===== src/rtl/anton_pm_pkg.sv =====
// Shared encodings and helpers for the nibble-serial plus/minus accumulator bank.
package anton_pm_pkg;

    localparam logic [1:0] OP_LOAD = 2'b00;
    localparam logic [1:0] OP_ADD  = 2'b01;
    localparam logic [1:0] OP_SUB  = 2'b10;
    localparam logic [1:0] OP_READ = 2'b11;

    localparam logic [1:0] IDLE    = 2'd0;
    localparam logic [1:0] OPERAND = 2'd1;
    localparam logic [1:0] EXEC    = 2'd2;
    localparam logic [1:0] READOUT = 2'd3;

    // Largest (neg=0) or smallest (neg=1) two's-complement value of 'width' bits,
    // returned in the low 'width' bits of a 32-bit word.
    function automatic logic [31:0] signed_limit(input int unsigned width, input logic neg);
        logic [31:0] max_v;
        max_v = (32'd1 << (width - 32'd1)) - 32'd1;
        return neg ? ~max_v : max_v;
    endfunction

endpackage


===== src/rtl/anton_pm_alu.sv =====
// Combinational LOAD/ADD/SUB datapath with optional saturation on signed overflow.
module anton_pm_alu
    import anton_pm_pkg::*;
#(
    parameter int unsigned ACC_W    = 16,
    parameter bit          SATURATE = 1'b1
) (
    input  logic [ACC_W-1:0] acc,
    input  logic [ACC_W-1:0] operand,
    input  logic [1:0]       op,
    output logic [ACC_W-1:0] next_value,
    output logic             overflow
);

    localparam logic [31:0]      MAX32 = signed_limit(ACC_W, 1'b0);
    localparam logic [31:0]      MIN32 = signed_limit(ACC_W, 1'b1);
    localparam logic [ACC_W-1:0] MAX_V = MAX32[ACC_W-1:0];
    localparam logic [ACC_W-1:0] MIN_V = MIN32[ACC_W-1:0];

    logic [ACC_W:0] wide;

    // One guard bit: overflow iff the two top bits of the sum disagree.
    always_comb begin
        wide = '0;
        case (op)
            OP_ADD:  wide = {acc[ACC_W-1], acc} + {operand[ACC_W-1], operand};
            OP_SUB:  wide = {acc[ACC_W-1], acc} - {operand[ACC_W-1], operand};
            default: wide = {operand[ACC_W-1], operand};
        endcase
        overflow = wide[ACC_W] ^ wide[ACC_W-1];
        if (overflow && SATURATE)
            next_value = wide[ACC_W] ? MIN_V : MAX_V;
        else
            next_value = wide[ACC_W-1:0];
    end

endmodule


===== src/rtl/anton_plus_minus_n.sv =====
// Nibble-serial command FSM, operand shifter, accumulator bank and byte readout.
module anton_plus_minus_n
    import anton_pm_pkg::*;
#(
    parameter int unsigned ACC_W    = 16,
    parameter int unsigned N_ACC    = 4,
    parameter bit          SATURATE = 1'b1
) (
    input  logic             clk,
    input  logic             reset_n,
    input  logic             valid,
    input  logic [3:0]       nibble,
    output logic             ready,
    output logic [7:0]       result,
    output logic             result_valid,
    output logic [N_ACC-1:0] ovf
);

    localparam int unsigned NIB   = ACC_W / 4;
    localparam int unsigned NBYTE = ACC_W / 8;

    logic [1:0]       state;
    logic [1:0]       cmd_op;
    logic [1:0]       cmd_idx;
    logic [3:0]       nib_cnt;
    logic [2:0]       byte_cnt;
    logic [ACC_W-1:0] shift_reg;
    logic [ACC_W-1:0] snap;
    logic [ACC_W-1:0] acc [N_ACC];

    logic [ACC_W-1:0] acc_sel;
    logic [ACC_W-1:0] read_sel;
    logic             read_idx_ok;
    logic [ACC_W-1:0] alu_next;
    logic             alu_ovf;

    assign ready = (state == IDLE) || (state == OPERAND);

    // acc_sel feeds the ALU for the latched command; read_sel snapshots on READ acceptance.
    always_comb begin
        acc_sel     = '0;
        read_sel    = '0;
        read_idx_ok = 1'b0;
        for (int unsigned i = 0; i < N_ACC; i++) begin
            if (cmd_idx == i[1:0])
                acc_sel = acc[i];
            if (nibble[1:0] == i[1:0]) begin
                read_sel    = acc[i];
                read_idx_ok = 1'b1;
            end
        end
    end

    anton_pm_alu #(
        .ACC_W   (ACC_W),
        .SATURATE(SATURATE)
    ) u_alu (
        .acc       (acc_sel),
        .operand   (shift_reg),
        .op        (cmd_op),
        .next_value(alu_next),
        .overflow  (alu_ovf)
    );

    always_ff @(posedge clk or negedge reset_n) begin
        if (!reset_n) begin
            state        <= IDLE;
            cmd_op       <= OP_LOAD;
            cmd_idx      <= '0;
            nib_cnt      <= '0;
            byte_cnt     <= '0;
            shift_reg    <= '0;
            snap         <= '0;
            result       <= '0;
            result_valid <= 1'b0;
            ovf          <= '0;
            for (int unsigned i = 0; i < N_ACC; i++)
                acc[i] <= '0;
        end else begin
            case (state)
                IDLE: begin
                    if (valid) begin
                        cmd_op   <= nibble[3:2];
                        cmd_idx  <= nibble[1:0];
                        nib_cnt  <= '0;
                        byte_cnt <= '0;
                        if (nibble[3:2] != OP_READ)
                            state <= OPERAND;
                        else if (read_idx_ok) begin
                            snap  <= read_sel;
                            state <= READOUT;
                        end
                    end
                end
                OPERAND: begin
                    if (valid) begin
                        shift_reg <= {shift_reg[ACC_W-5:0], nibble};
                        if (nib_cnt == 4'(NIB - 1))
                            state <= EXEC;
                        else
                            nib_cnt <= nib_cnt + 4'd1;
                    end
                end
                EXEC: begin
                    // Out-of-range indices match no slot, so the command silently does nothing.
                    for (int unsigned i = 0; i < N_ACC; i++) begin
                        if (cmd_idx == i[1:0]) begin
                            acc[i] <= alu_next;
                            if (cmd_op == OP_LOAD)
                                ovf[i] <= 1'b0;
                            else if (alu_ovf)
                                ovf[i] <= 1'b1;
                        end
                    end
                    state <= IDLE;
                end
                READOUT: begin
                    if (byte_cnt == 3'(NBYTE)) begin
                        result       <= '0;
                        result_valid <= 1'b0;
                        state        <= IDLE;
                    end else begin
                        result       <= snap[ACC_W-1 -: 8];
                        result_valid <= 1'b1;
                        snap         <= snap << 8;
                        byte_cnt     <= byte_cnt + 3'd1;
                    end
                end
                default: state <= IDLE;
            endcase
        end
    end

endmodule


===== config.mk =====
export PLATFORM = sky130hd
export DESIGN_NAME = anton_plus_minus_n
export DESIGN_NICKNAME = d
export VERILOG_FILES = /design/src/rtl/anton_pm_pkg.sv /design/src/rtl/anton_pm_alu.sv /design/src/rtl/anton_plus_minus_n.sv
export SDC_FILE = /design/constraint.sdc
export NUM_CORES = 1
export LEC_CHECK = 0
export ABC_AREA = 1
export CORE_MARGIN = 3
export CORE_UTILIZATION = 28
export DETAILED_ROUTE_END_ITERATION = 7
export PLACE_DENSITY = 0.51
export SETUP_SLACK_MARGIN = 0.4
export SYNTH_ARGS = -nofsm -noshare
export SYNTH_HDL_FRONTEND = slang
export SYNTH_SLANG_ARGS = --single-unit

===== constraint.sdc =====
create_clock -name clk -period 3.45 [get_ports clk]
set_input_delay 1.035 -clock clk [delete_from_list [all_inputs] [get_ports clk]]
set_output_delay 1.035 -clock clk [all_outputs]
set_load 0.01 [all_outputs]

==> out/results.ini, run 1 <==
[global_route]
antenna_found_initial = 0
grt.overflow.total = 0
grt_max_degree = 47
grt_pass1_vias = 6710
grt_pass1_wl_um = 37600
track_usage_pct = 16.8

[routing]
wl_per_cell_um = 16.2
drt-total-wl_um = 23400
route.detailed.drc = 0
num_vias = 6914
dr.first_iter.drc_count = 477
via_per_inst = 4.80
dr.pass1.iters = 5
drtAntennaViolNets = 0

[sta]
hold_ws_ns = 0.467
hold_violations = 0
fmax_mhz = 297
worst_pin_slew_ns = 0.844
drv_slew = 0
clock_skew_ns = 0.0103
setup_ws_ns = 0.0876
grt_setup_unrepaired = true
fin_crit_ns = 3.36
relSlewSlack_pct = 43.5
min_period_over_period_pct = 97.5
finalSetupViolCount = 0
setup-tns-final_ns = 0

[final_layout]
diodes = 0
area_growth_syn_to_layout_pct = 25.2
largest_reg_flops = 64
drive_gt1_share_pct = 18.2
finalNonFillerCells = 1439
fill_cells = 2792
nNetsFinal = 1122
seqCellArea_sq_um = 3060
multiInputGateArea_sq_um = 4040

[logic_synthesis]
ys_types = 44
synth_area_per_cell_sq_um = 7.33
yosys-top-cells-area = dfrtp_1 41%, nand2_1 19%, o21ai_0 6.3%, inv_1 6.2%, ha_1 3.7%
synth_top_area_cell = dfrtp_1
synth_fp_nets = 1046
synth_area_sq_um = 7450
ys_ff_latch = 122
synth_cells = 1016
ys_warn_count = 0
synth_top_area_share_pct = 41.0
ys_seq_area_share_pct = 41.0

[setup_path]
crit_chain = inv_2 > ha_1 > nand2_1 > o31ai_2 > o21ai_0 > xor2_1 > inv_1 > ha_4 > inv_1 > nor3_4 > and2_1 > nand2_1 > nand3b_1 > nand2_1 > inv_2 > nand2_2 > nand2_4 > nand2_8 > buf_12 > nand2_4 > nand2_4 > nand2_1 > nand2_1
crit_top_cell = nand2_1
crit_path_max_fanout = 7
crit_path_end_kind = flop
slowest_delay_ns = 0.39
reg2reg_depth = 23
critPathArrivalTime_ns = 3.67
critPathSlowestCell = dfrtp_1
required_ns = 3.76
critical_path_class = flop to flop
start_kind = flop

[min_path]
hold_path_depth = 1
hold_class = flop to flop

[run]
drv_cap = 0

[die]
die_w_um = 169
initial_core_util_pct = 28.5
pin_count = 21
core_area_sq_um = 26100
rows = 59
die_h_um = 169
dieArea_sq_um = 28600

[clock_network]
postCtsHoldBufs = 0
cts_buffers = 17
clock_path_buffers = 2
clkLatencyLatePin_ns = 0.42
cts_tree = yes
cts_num_sinks = 122
root_buffer = clkbuf_16
clk_pin_slew_ns = 0.06
cts_max_level = 4

[place]
port_buffers = 20
dp_hpwl_um = 16900
pre_cts_slack_ns = 0.00397
place_inst = 1401
gp_congestion = 0.873

[status]
status = complete, no violations

-- worst paths after layout --
check | start | endpoint | slack (ns)
setup / recovery | shift_reg[0]$_DFFE_PN0P_ | acc[26]$_DFFE_PN0P_ | 0.09
hold / removal | nib_cnt[3]$_DFFE_PN0P_ | nib_cnt[3]$_DFFE_PN0P_ | 0.47
setup reg to reg | shift_reg[0]$_DFFE_PN0P_ | acc[26]$_DFFE_PN0P_ | 0.09
hold reg to reg | nib_cnt[3]$_DFFE_PN0P_ | nib_cnt[3]$_DFFE_PN0P_ | 0.47
max in group asynchronous | reset_n | cmd_idx[1]$_DFFE_PN0P_ | 2.11
min in group asynchronous | reset_n | result[1]$_DFFE_PN0P_ | 0.59
-- layer usage --
metal  vias up  GRT usage, %  wire [um]
met5         -             0          0
li1       3426             -          -
met3        26          3.25       1110
met4         0          4.62        473
met1      3302          23.5      10900
met2       160          26.6      10900
-- through the flow --
| step | utilization (%) | instance area, sq um |
|---|---|---|
| floorplan | - | 7510 |
| global placement | 32.4 | 8470 |
| detailed placement | 32.4 | 8470 |
| CTS | 35.2 | 9190 |
| global route | 35.7 | 9330 |
| finish | 35.7 | 9330 |
-- logic make-up after synthesis --
logic type,count (synthesis),synth area share (%)
compound gates,181,14.2
xor+xnor,16,1.88
fa+ha+maj,23,3.97
buf+inv,161,8.54
flops,122,41.0
mux,1,0.151
simple gates,512,30.2
-- layout make-up --
type	instances	area share (%)
Inverter	131	5.33
Clock inverter	12	1.23
Multi-Input combinational cell	733	43.3
Clock buffer	19	4.86
Tap cell	335	4.49
Sequential cell	122	32.8
Timing Repair Buffer	87	8.04
-- worst max-delay path: cells and delay by family (launching register included) --
family,cells,cell delay [ns]
AND/OR/NAND/NOR,13,1.23
buffers and inverters,5,0.51
adder cells (fa/ha/maj),2,0.47
AO/OA/AOI/OAI,2,0.47
flip-flops,1,0.39
XOR/XNOR,1,0.16
-- synth_stat cells, drive strengths merged --
master and instances:
o21bai 3, nand3b 2, a21oi 25, inv 124, dfrtp 122, ha 22, o211ai 6, nor2 46
buf 8, fa 1, a31oi 1, nand4 7, a32o 1, mux2 1, o31ai 2, nor3 5
a31o 1, a221oi 7, nand3 39, xnor2 1, and2 3, xor2 15, o2111ai 7, nor4 1
o221ai 5, a22oi 5, clkinv 7, o21a 1, or2 4, o21ai 93, clkbuf 22, o22ai 24
nand2 405
-- what timing repair did --
item | in CTS | in global routing
gates cloned | 0 | 0
setup endpoints to repair | 68 | 68
gates resized for setup | 38 | 31
setup buffers | 4 | 3
pin swaps | 15 | 30
-- layout by cell type (no fill, tap or decap), types with 6 or more instances in the layout --
| cell | count |
|---|---|
| clkdlybuf4s50_1 | 19 |
| a221oi_1 | 7 |
| o21ai_0 | 89 |
| o211ai_1 | 6 |
| nand2_2 | 35 |
| buf_4 | 62 |
| dfrtp_1 | 120 |
| nand2_4 | 26 |
| nor2_1 | 42 |
| ha_1 | 19 |
| o2111ai_1 | 7 |
| clkinv_1 | 6 |
| nand3_1 | 32 |
| nand2_1 | 342 |
| inv_1 | 118 |
| xor2_1 | 15 |
| o22ai_1 | 24 |
| a21oi_1 | 23 |
| clkbuf_16 | 17 |
Power of run 1 is left out: the tool's default activity adds up to more than one toggle a clock period on the data nets, which glitch-free logic cannot reach.
==> run 2, diff against run 1 <==
--- a/config.mk
+++ b/config.mk
@@ -6,10 +6,12 @@
 export NUM_CORES = 1
 export LEC_CHECK = 0
 export ABC_AREA = 1
+export CELL_PAD_IN_SITES_DETAIL_PLACEMENT = 0
+export CELL_PAD_IN_SITES_GLOBAL_PLACEMENT = 1
 export CORE_MARGIN = 3
 export CORE_UTILIZATION = 28
 export DETAILED_ROUTE_END_ITERATION = 7
-export PLACE_DENSITY = 0.51
+export PLACE_DENSITY = 0.62
 export SETUP_SLACK_MARGIN = 0.4
 export SYNTH_ARGS = -nofsm -noshare
 export SYNTH_HDL_FRONTEND = slang
==> run 2 against run 1 <==
Net effect: fmax grew 0.69%; hold slack gained 0.0030 ns; clock-buffer cell count rose by 2; non-clock buffer count is 15 higher; first-iteration DRC count shrank 4.0%; utilization grew 1.0 points; highest routed layer unchanged.
==> out/results.ini, run 2 (synthesis gave the netlist of run 1 again) <==
[status]
status = complete, no violations

[sta]
clock_skew_ns = 0.00826
fin_crit_ns = 3.34
setup_ws_ns = 0.111
min_period_over_period_pct = 96.8
hold_violations = 0
grt_setup_unrepaired = true
worst_pin_slew_ns = 0.783
relSlewSlack_pct = 47.5
drv_slew = 0
fmax_mhz = 299
finalSetupViolCount = 0

[final_layout]
area_growth_syn_to_layout_pct = 28.8
final_cell_mix = 337 x nand2_1, 121 x dfrtp_1, 116 x inv_1
drive_gt1_share_pct = 20.9
seqCellArea_sq_um = 3050
multiInputGateArea_sq_um = 4120
largest_reg_flops = 64
nNetsFinal = 1138
diodes = 0
fill_cells = 2766
layout_commonest_cell = nand2_1

[clock_network]
cts_tree = yes
clk_pin_slew_ns = 0.06
clkLatencyLatePin_ns = 0.42
cts_max_level = 4
postCtsHoldBufs = 0
clock_path_buffers = 2
cts_num_sinks = 122
cts_buffers = 17
root_buffer = clkbuf_16

[setup_path]
critPathSlowestCell = dfrtp_1
required_ns = 3.81
reg2reg_slack_ns = 0.11
crit_start = shift_reg[0]$_DFFE_PN0P_
rr_endpoint = acc[8]$_DFFE_PN0P_
crit_chain = inv_2 > nand3_4 > nor2_4 > nand3_4 > nor3_4 > nand2_2 > o31ai_4 > xor2_1 > inv_1 > ha_4 > inv_4 > nor3_4 > and2_4 > nand2_2 > nand3b_1 > nand2_1 > inv_2 > nand4_4 > nand2_8 > buf_12 > nand2_4 > nand2_4 > nand2_1 > nand2_1
critPathArrivalTime_ns = 3.69
timing.rr.start = shift_reg[0]$_DFFE_PN0P_
crit_path_end_kind = flop
slowest_delay_ns = 0.38
start_kind = flop
critical_path_class = flop to flop
reg2reg_depth = 24
critPathTopFamily = simple AND/OR/NAND/NOR gates
crit_top_cell = nand2_1
crit_path_max_fanout = 5
cp_num_buf_inv = 5

[min_path]
hp-start = nib_cnt[3]$_DFFE_PN0P_
min_to = nib_cnt[3]$_DFFE_PN0P_
hold_path_depth = 1
hold_class = flop to flop

[die]
dieArea_sq_um = 28600
die_h_um = 169
core_area_sq_um = 26100
rows = 59
pin_count = 21
die_w_um = 169
initial_core_util_pct = 28.5

[routing]
drt-total-wl_um = 24500
dr.pass1.iters = 5
dr.first_iter.drc_count = 458
via_per_inst = 4.71
num_vias = 6851
drtAntennaViolNets = 0
wl_per_cell_um = 16.9
route.detailed.drc = 0

[place]
port_buffers = 20
gp_congestion = 0.808
dp_hpwl_um = 17600
pre_cts_slack_ns = 0.0297

[run]
drv_cap = 0

[global_route]
grt_pass1_vias = 6668
track_usage_pct = 17.7
antenna_found_initial = 0
grt_max_degree = 59
grt.overflow.total = 0
grt_pass1_wl_um = 38800

[run 2: cell types whose count changed in the layout (fill, tap and decap cells not counted), sizes merged]
cell and delta:
inv -5, nand2 +1, clkbuf +2, clkinv +1, buf +15, bufinv +3
[run 2: per-stage QoR]
| stage | utilization (%) | hold slack, ns | std cells | TNS, ns | cell area [sq um] |
|---|---|---|---|---|---|
| detailed placement | 32.8 | 0.461 | 1414 | 0 | 8580 |
| finish | 36.7 | 0.470 | 1456 | 0 | 9590 |
| floorplan | - | 0.435 | 1016 | 0 | 7510 |
| global placement | 32.8 | 0.459 | 1414 | 0 | 8580 |
| global route | 36.7 | 0.500 | 1456 | -6.43 | 9590 |
| CTS | 36.0 | 0.475 | 1454 | 0 | 9410 |
[run 2: what timing repair did]
item / 4_1_cts / 5_1_grt
pin swaps: 22 / 17
endpoints found under the setup margin: 68 / 68
gates cloned: 1 / 0
gates resized for setup: 34 / 53
buffers inserted: 7 / 2
[run 2: metal layers]
layer	track usage, %	vias up	routed length, um
li1	-	3466	-
met1	25.4	3241	12200
met5	0	-	0
met2	27.8	125	11100
met4	3.70	0	308
met3	3.34	19	925
[run 2: worst max path at each step]
stage | to | cells past startpoint
after global placement | acc[19]$_DFFE_PN0P_ | 22
after detailed placement | acc[3]$_DFFE_PN0P_ | 19
final | acc[8]$_DFFE_PN0P_ | 24
after floorplan | acc[27]$_DFFE_PN0P_ | 25
after CTS | acc[23]$_DFFE_PN0P_ | 25
after global routing | acc[30]$_DFFE_PN0P_ | 25
[run 2: worst register-to-register path, delay by kind of cell, from the launching register on]
family / cells / cell delay (ns)
AOI/OAI and AO/OA: 1 / 0.24
and+or+nand+nor: 16 / 1.71
DFF: 1 / 0.38
xor gates and xnor gates: 1 / 0.17
adders and majority gates: 1 / 0.31
buffers and inverters: 5 / 0.47
[run 2: area by class of cell]
type	instances	area share (%)
flip-flops and latches	122	31.9
well taps	335	4.37
clock buffers	21	4.70
inverters	131	5.21
repair buffers	102	9.16
multi-input cells	734	42.9
clock inverters	11	1.77
Power of run 2 is left out for the same reason.
